[src/rtl/sim_clk_seq_pkg.sv]
// Shared types and default widths for the simulation run sequencer.
// Imported by the top level and the per-channel enable divider.
package sim_clk_seq_pkg;

  typedef enum logic [2:0] {
    IDLE  = 3'd0,
    RESET = 3'd1,
    RUN   = 3'd2,
    DRAIN = 3'd3,
    DONE  = 3'd4
  } state_e;

  localparam int unsigned DEF_DIV_W = 8;
  localparam int unsigned DEF_CNT_W = 32;

endpackage

[src/rtl/sim_clk_seq_clk_en_div.sv]
// One clock-enable channel: captured divide value, phase counter, strobe and
// retire flag. The strobe is registered from the sequencer's next-state view.
module clk_en_div
  import sim_clk_seq_pkg::*;
#(
  parameter int DIV_W = DEF_DIV_W
) (
  input  logic             clk_i,
  input  logic             rst_i,
  input  logic             load_i,
  input  logic             run_i,
  input  logic             drain_i,
  input  logic [DIV_W-1:0] div_i,
  output logic             clk_en_o,
  output logic             retired_o
);

  logic [DIV_W-1:0] div_q, div_d;
  logic [DIV_W-1:0] ph_q, ph_d;
  logic             en_q, en_d;
  logic             ret_q, ret_d;
  logic             hit_s;

  // Phase/strobe update; phase keeps its RUN cadence through DRAIN until the
  // next strobe, which also retires the channel.
  always_comb begin
    div_d = div_q;
    ph_d  = ph_q;
    ret_d = ret_q;
    en_d  = 1'b0;
    hit_s = (ph_q == div_q);
    if (load_i) begin
      div_d = div_i;
      ph_d  = '0;
      ret_d = 1'b0;
    end else if (run_i || (drain_i && !ret_q)) begin
      en_d  = hit_s;
      ph_d  = hit_s ? '0 : ph_q + DIV_W'(1);
      ret_d = drain_i & hit_s;
    end else begin
      en_d  = 1'b0;
    end
  end

  // Channel state registers.
  always_ff @(posedge clk_i) begin
    if (rst_i) begin
      div_q <= '0;
      ph_q  <= '0;
      en_q  <= 1'b0;
      ret_q <= 1'b0;
    end else begin
      div_q <= div_d;
      ph_q  <= ph_d;
      en_q  <= en_d;
      ret_q <= ret_d;
    end
  end

  assign clk_en_o  = en_q;
  assign retired_o = ret_q;

endmodule

[src/rtl/sim_clk_seq.sv]
// Run sequencer: holds DUT reset for RST_CYCLES after start, runs N_EN divided
// enable strobes, counts RUN cycles and drains the channels before DONE.
module sim_clk_seq
  import sim_clk_seq_pkg::*;
#(
  parameter int N_EN       = 4,
  parameter int DIV_W      = DEF_DIV_W,
  parameter int CNT_W      = DEF_CNT_W,
  parameter int RST_CYCLES = 4,
  parameter int DEBUG      = 0
) (
  input  logic                    clk,
  input  logic                    rst,
  input  logic                    start,
  input  logic                    stop_req,
  input  logic [CNT_W-1:0]        max_cycles,
  input  logic [N_EN*DIV_W-1:0]   div,
  output logic                    dut_rst,
  output logic                    run,
  output logic [N_EN-1:0]         clk_en,
  output logic [CNT_W-1:0]        cycle_cnt,
  output logic                    done
);

  localparam int RC_W = (RST_CYCLES > 1) ? $clog2(RST_CYCLES) : 1;
  localparam logic [RC_W-1:0]  RC_LOAD = RC_W'(RST_CYCLES - 1);
  localparam logic [CNT_W-1:0] CNT_ONE = CNT_W'(1);
  localparam logic [CNT_W-1:0] CNT_MAX = '1;

  state_e           state_q, state_d;
  logic [RC_W-1:0]  rc_q, rc_d;
  logic [CNT_W-1:0] cnt_q, cnt_d;
  logic [CNT_W-1:0] max_q, max_d;
  logic             dut_rst_q, run_q, done_q;
  logic             load_s, limit_s;
  logic             run_next_s, drain_next_s;
  logic [N_EN-1:0]  ret_s;

  // Next-state, countdown, cycle counter and capture logic.
  always_comb begin
    state_d = state_q;
    rc_d    = rc_q;
    cnt_d   = cnt_q;
    max_d   = max_q;
    load_s  = 1'b0;
    limit_s = (max_q != '0) && (cnt_q == max_q - CNT_ONE);
    case (state_q)
      IDLE, DONE: begin
        if (start) begin
          state_d = RESET;
          load_s  = 1'b1;
          rc_d    = RC_LOAD;
          cnt_d   = '0;
          max_d   = max_cycles;
        end else begin
          state_d = state_q;
        end
      end
      RESET: begin
        if (stop_req) begin
          state_d = DONE;
        end else if (rc_q == '0) begin
          state_d = RUN;
        end else begin
          rc_d = rc_q - RC_W'(1);
        end
      end
      RUN: begin
        if (cnt_q != CNT_MAX) begin
          cnt_d = cnt_q + CNT_ONE;
        end else begin
          cnt_d = cnt_q;
        end
        if (stop_req || limit_s) begin
          state_d = DRAIN;
        end else begin
          state_d = RUN;
        end
      end
      DRAIN: begin
        if (&ret_s) begin
          state_d = DONE;
        end else begin
          state_d = DRAIN;
        end
      end
      default: state_d = IDLE;
    endcase
  end

  // Channels see the state of the cycle their strobe will be presented in.
  assign run_next_s   = (state_d == RUN);
  assign drain_next_s = (state_d == DRAIN);

  // Sequencer registers; outputs are registered from the next state.
  always_ff @(posedge clk) begin
    if (rst) begin
      state_q   <= IDLE;
      rc_q      <= '0;
      cnt_q     <= '0;
      max_q     <= '0;
      dut_rst_q <= 1'b1;
      run_q     <= 1'b0;
      done_q    <= 1'b0;
    end else begin
      state_q   <= state_d;
      rc_q      <= rc_d;
      cnt_q     <= cnt_d;
      max_q     <= max_d;
      dut_rst_q <= !(run_next_s || drain_next_s);
      run_q     <= run_next_s;
      done_q    <= (state_d == DONE);
    end
  end

  for (genvar g = 0; g < N_EN; g++) begin : g_ch
    clk_en_div #(
      .DIV_W(DIV_W)
    ) u_ch (
      .clk_i     (clk),
      .rst_i     (rst),
      .load_i    (load_s),
      .run_i     (run_next_s),
      .drain_i   (drain_next_s),
      .div_i     (div[g*DIV_W +: DIV_W]),
      .clk_en_o  (clk_en[g]),
      .retired_o (ret_s[g])
    );
  end

  assign dut_rst   = dut_rst_q;
  assign run       = run_q;
  assign done      = done_q;
  assign cycle_cnt = cnt_q;

  if (DEBUG != 0) begin : g_debug
    // Simulation-only transition trace.
    always @(posedge clk) begin
      if (!rst && (state_d != state_q)) begin
        $display("%0t sim_clk_seq %s -> %s", $time, state_q.name(), state_d.name());
      end
    end
  end

endmodule

[config.mk]
export PLATFORM = sky130hd
export DESIGN_NAME = sim_clk_seq
export DESIGN_NICKNAME = d
export VERILOG_FILES = /design/src/rtl/sim_clk_seq_pkg.sv /design/src/rtl/sim_clk_seq_clk_en_div.sv /design/src/rtl/sim_clk_seq.sv
export SDC_FILE = /design/constraint.sdc
export NUM_CORES = 1
export LEC_CHECK = 0
export CAP_MARGIN = 10
export CELL_PAD_IN_SITES_DETAIL_PLACEMENT = 1
export CELL_PAD_IN_SITES_GLOBAL_PLACEMENT = 1
export CORE_MARGIN = 5
export CORE_UTILIZATION = 37
export CTS_CLUSTER_DIAMETER = 100
export DETAILED_ROUTE_END_ITERATION = 8
export HOLD_SLACK_MARGIN = 0.12
export PLACE_DENSITY_LB_ADDON = 0.1
export SLEW_MARGIN = 20
export SYNTH_ARGS = -nofsm -noshare
export SYNTH_HDL_FRONTEND = slang
export SYNTH_SLANG_ARGS = --single-unit
[constraint.sdc]
create_clock -name clk -period 3.1 [get_ports clk]
set_input_delay 0.62 -clock clk [delete_from_list [all_inputs] [get_ports clk]]
set_output_delay 0.62 -clock clk [all_outputs]
set_load 0.005 [all_outputs]
==> results by group <==
Status
  • Status: complete, no violations

Yosys
  • Synthesized area: 7990 um2
  • Post-synthesis mux area share: 0.892%
  • Synth top area share: 36.1%
  • Post-synth ARST share: 0%
  • Top_reg_cell synth: dfxtp_1
  • Post-synthesis simple-gate area fraction: 29.1%
  • Complex-gate fraction of the synthesized area: 17.7%
  • Synth area leaders: dfxtp_1 (36%), nand2_1 (7.8%), xor2_1 (7.7%)
  • Synth Register Bits: 144
  • Combinational family with the most area after synthesis: simple AND/OR/NAND/NOR gates
  • Adder-cell share of the synthesized area: 1.10%
  • Syn avg cell area: 8.06 um2
  • XOR/XNOR share of the synthesized area: 10.5%
  • Syn Inst Count: 992
  • Largest area contributor in the netlist: dfxtp_1
  • YS warnings: 0
  • Seq/Total Area, Yosys: 36.1%
  • Post-synth EDFFs: 0
  • Yosys cell types: 80
  • Syn Nets: 1067

Global routing
  • Total grt overflow: 0
  • First-pass GRT wire length: 42.9 mm
  • Largest net degree at the start of global routing: 71
  • Vias in the first global route: 8150
  • Global-route usage over all layers: 21.7%
  • Initial antenna violation count: 0

Finish
  • Layout cells sized above 1: 20.6%
  • Fill cell count: 2525
  • Cell Count, Final, Fillers Out: 1464
  • Commonest non-fill, non-tap cell in the layout: nand2_1
  • Commonest non-fill, non-tap cells in the layout: nand2_1 (163), dfxtp_1 (140), buf_4 (107)
  • Layout area overhead: 37.9%
  • Nets: 1251
  • Fin area: 11000 um2
  • Antenna Cells: 0
  • Final cell utilization of the core: 52.1%

Clock network
  • Clk sinks: 144
  • Clock-pin slew on the worst setup and hold paths: 0.06 ns
  • Hold-fix buffers, CTS: 0
  • CTS Buffer Depth: 2
  • Clock root cell: clkbuf_16
  • Clock Latency Late Sink: 0.43 ns
  • CTS H-tree lvls: 4
  • CTS Buf Count: 17
  • CTS tree: done

Pwr
  • Static leakage: 4.16 nW
  • Pwr per Cell Area: 477 nW/um2
  • Max VDD drop: 294 uV

Floorplan
  • Std-Cell Core Area: 21200 um2
  • Die H: 157 um
  • Initial core utilization: 37.8%
  • DIE AREA: 24600 um2
  • Width of the die: 157 um
  • Row count: 53
  • Num ports: 107

STA
  • Worst-margin pin slew: 1.00 ns
  • Final Hold Vio Count: 0
  • Final period util: 98.6%
  • Fin crit period: 3.06 ns
  • Setup-failing EPs final: 0
  • RSZ-0062 raised after global routing: yes
  • Fmax: 327 MHz
  • Worst hold margin: 0.468 ns
  • Pins over their slew limit: 0
  • Clock Skews: 0.0140 ns
  • Slew Limit Headroom: 32.8%
  • Post-route setup slack: 0.0431 ns

Setup path
  • Data required time of the worst path: 3.45 ns
  • Critical path peak fanout: 15
  • Worst setup path category: flip-flop to flip-flop
  • Critical path launch point type: flip-flop
  • Worst Path Arrival: 3.41 ns
  • Reg2Reg Setup Slack: 0.04 ns
  • Setup crit end kind: flip-flop

Placed design
  • Dpl ws: -0.141 ns
  • GPL Wtd Cong: 0.903
  • Inst Count DP: 1422
  • Dpl hpwl: 19.9 mm
  • IO Port Bufs: 106
  • DP Area: 9980 um2

Detailed routing
  • Routed len/inst: 18.5 um
  • Final WL: 27.0 mm
  • Routed vias: 7854
  • Residual DRC: 0
  • Via density: 5.36
  • 1st-pass router iterations: 5
  • Iteration-0 DRC count of the detailed router: 305
  • Final ANT Viol Nets: 0

Run
  • MaxCap Viol Count: 0

Hold path
  • Worst min-delay path category: flip-flop to flip-flop
==> cells in the mapped netlist (6+ instances only) <==
master,number
and3_1,10
inv_1,25
xnor2_1,23
nand3_1,32
nor2_1,74
clkbuf_1,39
o21ai_0,16
xor2_1,70
ha_1,7
o21ai_1,10
or2_2,6
nand4_1,27
a21oi_1,110
nor3_1,16
or3_1,19
or4_1,21
buf_4,8
and2_1,9
nor4_4,6
nor4_1,20
o31ai_1,23
o2111ai_1,6
mux2i_1,6
dfxtp_1,144
nand2_1,165
==> layer usage <==
| layer | track usage, % | wire length [um] | up-vias |
|---|---|---|---|
| met5 | 0 | 0 | - |
| met4 | 4.75 | 410 | 0 |
| met3 | 3.99 | 904 | 28 |
| met2 | 38.6 | 13500 | 130 |
| met1 | 27.5 | 12200 | 3795 |
| li1 | - | - | 3901 |
==> where the power goes <==
part | leakage [nW] | switching, W | internal [W]
logic | 2.72 | 0.000698 | 0.000581
clock network | 0.270 | 0.000890 | 0.00109
registers | 1.17 | 0.0000705 | 0.00193
==> metrics by stage <==
step                setup TNS, ns  total power (W)
detailed placement          -1.88          0.00315
CTS                      -0.00109          0.00517
floorplan                       0          0.00266
global placement            -1.18          0.00313
global route               -0.886          0.00548
finish                          0          0.00525
==> critical path, stage by stage, from the launching register on <==
cell,delay [ns]
dfxtp_2,0.33
inv_1,0.05
ha_2,0.17
or3b_4,0.42
or3_4,0.42
nor4_4,0.24
a31o_2,0.25
o2111ai_4,0.21
buf_12,0.21
nor4_4,0.28
buf_12,0.18
o31ai_1,0.08
a21oi_1,0.15
==> flip-flops by register name (all words and copies together) (netlist names) <==
name and count:
g_ch.u_ch.retired_o 4, done 1, g_ch.u_ch.ph_q 32, max_q 32, state_q 3, cycle_cnt 32, run 1, rc_q 2
g_ch.u_ch.div_q 32, dut_rst 1, g_ch.u_ch.clk_en_o 4
==> area by class of cell <==
cell class,instances,area (um2),share of cell area (%)
clock buffers,20,457,4.14
inverters,25,93.8,0.851
well taps,275,344,3.12
multi-input cells,766,5120,46.5
flip-flops and latches,144,2890,26.2
clock inverters,12,101,0.920
repair buffers,222,2010,18.3
==> worst paths after layout <==
kind	start	endpoint	cells past startpoint
max	max_q[1]	g_ch[2].u_ch.ph_q[5]	12
min	g_ch[3].u_ch.div_q[3]	g_ch[3].u_ch.div_q[3]	2
max reg2reg	max_q[1]	g_ch[2].u_ch.ph_q[5]	12
min reg2reg	g_ch[3].u_ch.div_q[3]	g_ch[3].u_ch.div_q[3]	2
==> what timing repair did <==
action	in CTS	in global routing
setup buffers	1	8
pin swaps	4	45
gates cloned	0	1
endpoints found under the setup margin	37	48
gates resized for setup	18	65
==> kinds of logic (layout without fill, tap and decap cells) <==
family,Yosys count,after routing
simple gates,440,440
compound gates,218,218
flops,144,144
xor+xnor,94,94
buf+inv,82,279
fa+ha+maj,7,7
mux,7,7
(Power assumes the default switching activity.)
